## config.mk

```make
export PLATFORM = sky130hd
export DESIGN_NAME = csa64_eqg
export DESIGN_NICKNAME = d
export VERILOG_FILES = /design/src/rtl/csa64_eqg.sv
export SDC_FILE = /design/constraint.sdc
export NUM_CORES = 1
export LEC_CHECK = 0
export CORE_MARGIN = 2
export CORE_UTILIZATION = 50
export CTS_BUF_LIST = sky130_fd_sc_hd__clkbuf_8
export CTS_CLUSTER_DIAMETER = 100
export DETAILED_ROUTE_END_ITERATION = 12
export PLACE_DENSITY = 0.91
export SETUP_SLACK_MARGIN = 0.15
export SYNTH_ARGS = -nofsm -noshare
export SYNTH_HDL_FRONTEND = slang
export SYNTH_SLANG_ARGS = --single-unit
```

## constraint.sdc

```tcl
create_clock -name clock -period 2 [get_ports clock]
set_clock_uncertainty 0.2 [all_clocks]
set_input_delay 0.5 -clock clock [delete_from_list [all_inputs] [get_ports clock]]
set_output_delay 0.5 -clock clock [all_outputs]
set_load 0.02 [all_outputs]
```

## src/rtl/csa64_eqg.sv

```systemverilog
// csa64_eqg: registered 64-bit unsigned carry-select adder with equal GROUP_W-bit groups.
// Define CSA64_EQG_INREG_EN to add the operand register stage (latency 2 instead of 1).
module csa64_eqg #(
  parameter int GROUP_W = 8
) (
  input  logic        clock,
  input  logic        reset,
  input  logic [63:0] op1,
  input  logic [63:0] op2,
  output logic [63:0] sum,
  output logic        crout
);
  localparam int NG = 64 / GROUP_W;
  if (64 % GROUP_W != 0 || GROUP_W < 4 || GROUP_W > 32) begin : bad_w
    $error("csa64_eqg: GROUP_W must be 4, 8, 16 or 32");
  end
  logic [63:0] a, b, s_d;
  logic [NG:0] c;
`ifdef CSA64_EQG_INREG_EN
  logic [63:0] a_q, b_q;
  always_ff @(posedge clock or negedge reset)
    if (!reset) begin
      a_q <= '0;
      b_q <= '0;
    end else begin
      a_q <= op1;
      b_q <= op2;
    end
  assign a = a_q;
  assign b = b_q;
`else
  assign a = op1;
  assign b = op2;
`endif
  assign c[0] = 1'b0;
  for (genvar g = 0; g < NG; g++) begin : grp
    localparam int L = g * GROUP_W;
    logic [GROUP_W:0] r0;
    assign r0 = {1'b0, a[L+:GROUP_W]} + {1'b0, b[L+:GROUP_W]};
    if (g == 0) begin : rip
      assign {c[1], s_d[L+:GROUP_W]} = r0;
    end else begin : sel
      // carry-in-1 twin; the incoming group carry only drives the mux select
      logic [GROUP_W:0] r1;
      assign r1 = {1'b0, a[L+:GROUP_W]} + {1'b0, b[L+:GROUP_W]} + (GROUP_W+1)'(1);
      assign {c[g+1], s_d[L+:GROUP_W]} = c[g] ? r1 : r0;
    end
  end
  always_ff @(posedge clock or negedge reset)
    if (!reset) begin
      sum   <= '0;
      crout <= 1'b0;
    end else begin
      sum   <= s_d;
      crout <= c[NG];
    end
endmodule

```

==> results.toml, run 1 <==
[status]
status = "did not finish"
lastStage = "global routing (5_1_grt)"
tool.error = "[ERROR GRT-0116] Global routing finished with congestion. Check the congestion regions in the DRC Viewer."

[placed_design]
hpwl_um = 14900
placed_area_mm2 = 0.00877
port-buffer-count = 194
gp_congestion = 0.882

[clock_tree]
cts_buffers = 9
ctsHtreeMaxLevel = 3
clock_path_buffers = 2
cts_root_buf = "clkbuf_8"
cts_sinks = 65

[yosys]
syn-instance-count = 521
synth_seq_cells = 65
synth_area_mm2 = 0.00524
ys_seq_area_frac = 0.310
async_flop_share = 1.00
synth_ff_type = "dfrtp_1"
ys_types = 55
synth_edf_count = 0
synth_warnings = 0
syn_area_per_cell_um2 = 10.1
syn-num-nets = 730

[global_route]
grt_pass1_wl_um = 53500
grt_pass1_vias = 8909
grt-ovfl-total = 3
grtUsageTotal = 0.653
grt_max_degree = 22

[floorplan]
initial_utilization = 0.512
io_pins = 195
die_w_um = 106
rows = 37
fp.dieH_um = 106
## per-layer routing
layer,overflow,global-route usage
met5,0,0.0190
met4,3,0.715
met3,0,0.460
met2,0,0.909
met1,0,0.583
## metrics by stage
| step | TNS, ns | setup slack, ns | cells |
|---|---|---|---|
| CTS | -81.34 | -2.20 | 1084 |
| detailed placement | -123.38 | -2.95 | 1022 |
| global placement | -110.27 | -2.65 | 1022 |
| floorplan | -74.00 | -2.11 | 521 |
## kinds of logic after synthesis
| family | synth area share |
|---|---|
| mux | 0.0150 |
| simple gates | 0.143 |
| flops | 0.310 |
| compound gates | 0.145 |
| fa+ha+maj | 0.200 |
| xor+xnor | 0.168 |
| buf+inv | 0.0172 |
## cells in the mapped netlist, types with 3 or more instances
master,n,share of area
a21oi_1,41,0.039
nor3b_1,5,0.0072
nand2_1,27,0.019
a211oi_1,5,0.0072
nor2_1,33,0.024
xnor2_1,63,0.11
ha_1,71,0.17
o21a_1,3,0.0043
nor2b_1,5,0.0060
and3_1,8,0.0096
inv_1,24,0.017
nand3b_1,5,0.0072
o21bai_1,18,0.026
nor3_1,7,0.0067
mux2_2,6,0.013
xor2_1,34,0.057
or3_1,3,0.0036
fa_1,8,0.031
nand2b_1,4,0.0048
a21o_1,10,0.014
o211ai_1,4,0.0057
nand3_1,8,0.0076
a21oi_2,3,0.0050
dfrtp_1,65,0.31
nand4_1,12,0.014
o21ai_0,8,0.0076
a211o_1,3,0.0050
## repair_timing
action	4_1_cts
endpoints found under the setup margin	126
endpoints found under the hold margin	12
pin swaps	102
gates resized for setup	291
hold buffers	1
setup buffers	46
==> run 2, diff against run 1 <==
==> config.mk (replaced) <==
export PLATFORM = sky130hd
export DESIGN_NAME = csa64_eqg
export DESIGN_NICKNAME = d
export VERILOG_FILES = /design/src/rtl/csa64_eqg.sv
export SDC_FILE = /design/constraint.sdc
export NUM_CORES = 1
export LEC_CHECK = 0
export CORE_MARGIN = 2
export CORE_UTILIZATION = 35
export DETAILED_ROUTE_END_ITERATION = 12
export PLACE_DENSITY_LB_ADDON = 0.15
export SYNTH_ARGS = -nofsm -noshare
export SYNTH_HDL_FRONTEND = slang
export SYNTH_SLANG_ARGS = --single-unit
==> results.toml, run 2 <==
[timing]
rsz0062_at_grt = "yes"
fmax_ghz = 0.239
timing.final.max_slew_violations = 0
worstMarginPinSlew_ns = 0.528
fin_crit_sh = 2.10
fin_tns_setup_ns = -83.62
finalHoldViolations = 0
finalSetupViolCount = 57
slew_headroom = 0.645
whs_ns = 0.183
min_period_ns = 4.19
layout_setup_ws_ns = -2.19

[layout]
largest_register = "sum"
most-common-layout-cells = "buf_4, clkdlybuf4s50_1, dfrtp_1"
largest_reg_flops = 64
layout_commonest_cell = "buf_4"
layout-drive-gt1-share = 0.412
multi_input_area_mm2 = 0.00438
nets = 1172
area_delta_synth_final_pct = 101
stdcell_count = 1151
top_regs = "sum x64, crout x1"
regArea_mm2 = 0.00163
fillers = 1007
antenna_cells = 0

[clock_tree]
cts_tree = "yes"
ctsHtreeMaxLevel = 3
cts_root_buf = "clkbuf_16"
clock_path_buffers = 2
cts_buffers = 9
cts.clk_slew.worst_paths_ns = 0.06
cts_sinks = 65

[critical_path]
crit_fanout = 5
start_kind = "input port"
cp.arrival_ns = 4.21
slowest_stage = "or3b_4"
end_kind = "flip-flop"
crit_chain = "buf_6 -> ha_4 -> fa_2 -> a21oi_4 -> buf_6 -> o21ai_2 -> a21oi_2 -> xor2_1 -> buf_4 -> nor4_4 -> buf_4 -> or2_4 -> o2111ai_4 -> nand4_4 -> o211ai_1 -> a211o_1 -> a21oi_4 -> buf_12 -> or3b_4 -> xnor2_2"
required_ns = 2.02
critPathMaxStageDelay_ns = 0.38
cp-endpoint = "sum[63]$_DFF_PN0_"
crit_type = "in2reg"
crit_path_start = "op2[8]"

[floorplan]
die-area_mm2 = 0.0160
die_w_um = 126
initial_utilization = 0.359
fp.dieH_um = 126
io_pins = 195
core-area_mm2 = 0.0146
rows = 44

[detailed_routing]
firstDrtPassIters = 6
drt_iter0_drc = 157
wirelength_um = 17800
wl_per_cell_um = 15.5
drc = 0
ant_nets = 0
routed-via-count = 5619
viasPerCell = 4.88

[yosys]
ys_seq_area_frac = 0.310
synth_area_leaders = "dfrtp_1, ha_1, xnor2_1"
syn-instance-count = 521
synth_most_common_cell = "ha_1"
yosys.area.top_type = "dfrtp_1"
synth_edf_count = 0
synth_ff_type = "dfrtp_1"
synth_area_mm2 = 0.00524
synth_commonest_cells = "ha_1, dfrtp_1, xnor2_1"
ys_types = 55
synth_seq_cells = 65
async_flop_share = 1.00
syn-num-nets = 730
netlist.area_leader.share = 0.310
syn_area_per_cell_um2 = 10.1
synth_warnings = 0

[placed_design]
port-buffer-count = 194
gp_congestion = 0.840
dp_cells = 1072
hpwl_um = 12500

[global_route]
grtUsageTotal = 0.220
antenna_found_initial = 0
grt_max_degree = 42
grt_pass1_vias = 6273
grt_pass1_wl_um = 28500
grt-ovfl-total = 0

[status]
violations = "setup timing"
status = "complete, but fails checks"

[power]
leakagePower_nw = 5.01
ir_worst_vdd_mv = 0.488
powerDensity_mw_per_mm2 = 678

[hold_path]
hold_path_class = "in2reg"
hold_path_depth = 2

[flow_run]
maxCapViolations = 0
-- run 2: logic make-up after synthesis --
logic type               Yosys count  share of synthesized area
flip-flops                        65                      0.310
XOR/XNOR                          99                      0.168
multiplexers                       7                     0.0150
buffers and inverters             24                     0.0172
AO/OA/AOI/OAI                    110                      0.145
AND/OR/NAND/NOR                  137                      0.143
adder cells (fa/ha/maj)           79                      0.200
-- run 2: final cells by class --
class,count,area share
flip-flops and latches,65,0.155
clock inverters,3,0.00381
clock buffers,12,0.0244
inverters,24,0.00880
well taps,184,0.0219
repair buffers,431,0.370
multi-input cells,432,0.416
-- run 2: through the flow --
step	utilization	total power, W	setup slack (ns)	area [um^2]
2_1_floorplan	-	0.00322	-2.11	5320
3_3_place_gp	0.604	0.00499	-2.62	8820
3_5_place_dp	0.604	0.00506	-2.80	8820
4_1_cts	0.705	0.00711	-2.16	10300
5_1_grt	0.721	0.00752	-2.27	10500
6_report	0.721	0.00714	-2.19	10500
-- run 2: worst max-delay path, delay by kind of cell --
| family | cells | cell delay (ns) |
|---|---|---|
| xor gates and xnor gates | 2 | 0.37 |
| AOI/OAI and AO/OA | 7 | 1.31 |
| and+or+nand+nor | 4 | 0.81 |
| adders and majority gates | 2 | 0.52 |
| buffers and inverters | 5 | 0.68 |
-- run 2: worst min-delay path by stage --
stage                 from                 to  slack, ns
global placement     reset  sum[16]$_DFF_PN0_       0.24
global route        op2[0]   sum[0]$_DFF_PN0_       0.18
detailed placement   reset  sum[16]$_DFF_PN0_       0.24
floorplan            reset    crout$_DFF_PN0_      0.004
finish              op2[0]   sum[0]$_DFF_PN0_       0.18
CTS                 op1[0]   sum[0]$_DFF_PN0_       0.17
-- run 2: timing repair --
| item | 4_1_cts | 5_1_grt |
|---|---|---|
| setup endpoints to repair | 71 | 85 |
| hold endpoints to repair | 24 | 0 |
| buffers inserted | 93 | 26 |
| hold buffers | 1 | 0 |
| pin swaps | 94 | 66 |
| resized for setup | 245 | 90 |
-- run 2: per-layer routing --
layer  global-route usage  wire [um]  share of wire
met1                0.251       7210           0.41
met2                0.408       9280           0.52
met3               0.0510        932          0.052
met4               0.0621        361          0.020
met5                    0          0              0
-- run 2: power breakdown --
group | internal (W) | switching [W] | total (W)
clock network | 0.00102 | 0.000582 | 0.00160
logic | 0.00207 | 0.00174 | 0.00381
registers | 0.00162 | 0.000105 | 0.00172
total | 0.00471 | 0.00243 | 0.00714
No activity file was read; power rests on OpenSTA's default activity.
==> run 3, diff against run 2 <==
--- a/config.mk
+++ b/config.mk
@@ -8,6 +8,7 @@
 export CORE_MARGIN = 2
 export CORE_UTILIZATION = 35
 export DETAILED_ROUTE_END_ITERATION = 12
+export GPL_ROUTABILITY_DRIVEN = 1
 export PLACE_DENSITY_LB_ADDON = 0.15
 export SYNTH_ARGS = -nofsm -noshare
 export SYNTH_HDL_FRONTEND = slang
==> results of run 3 <==
The final DEF is identical to that of run 2; final timing and power are the same.
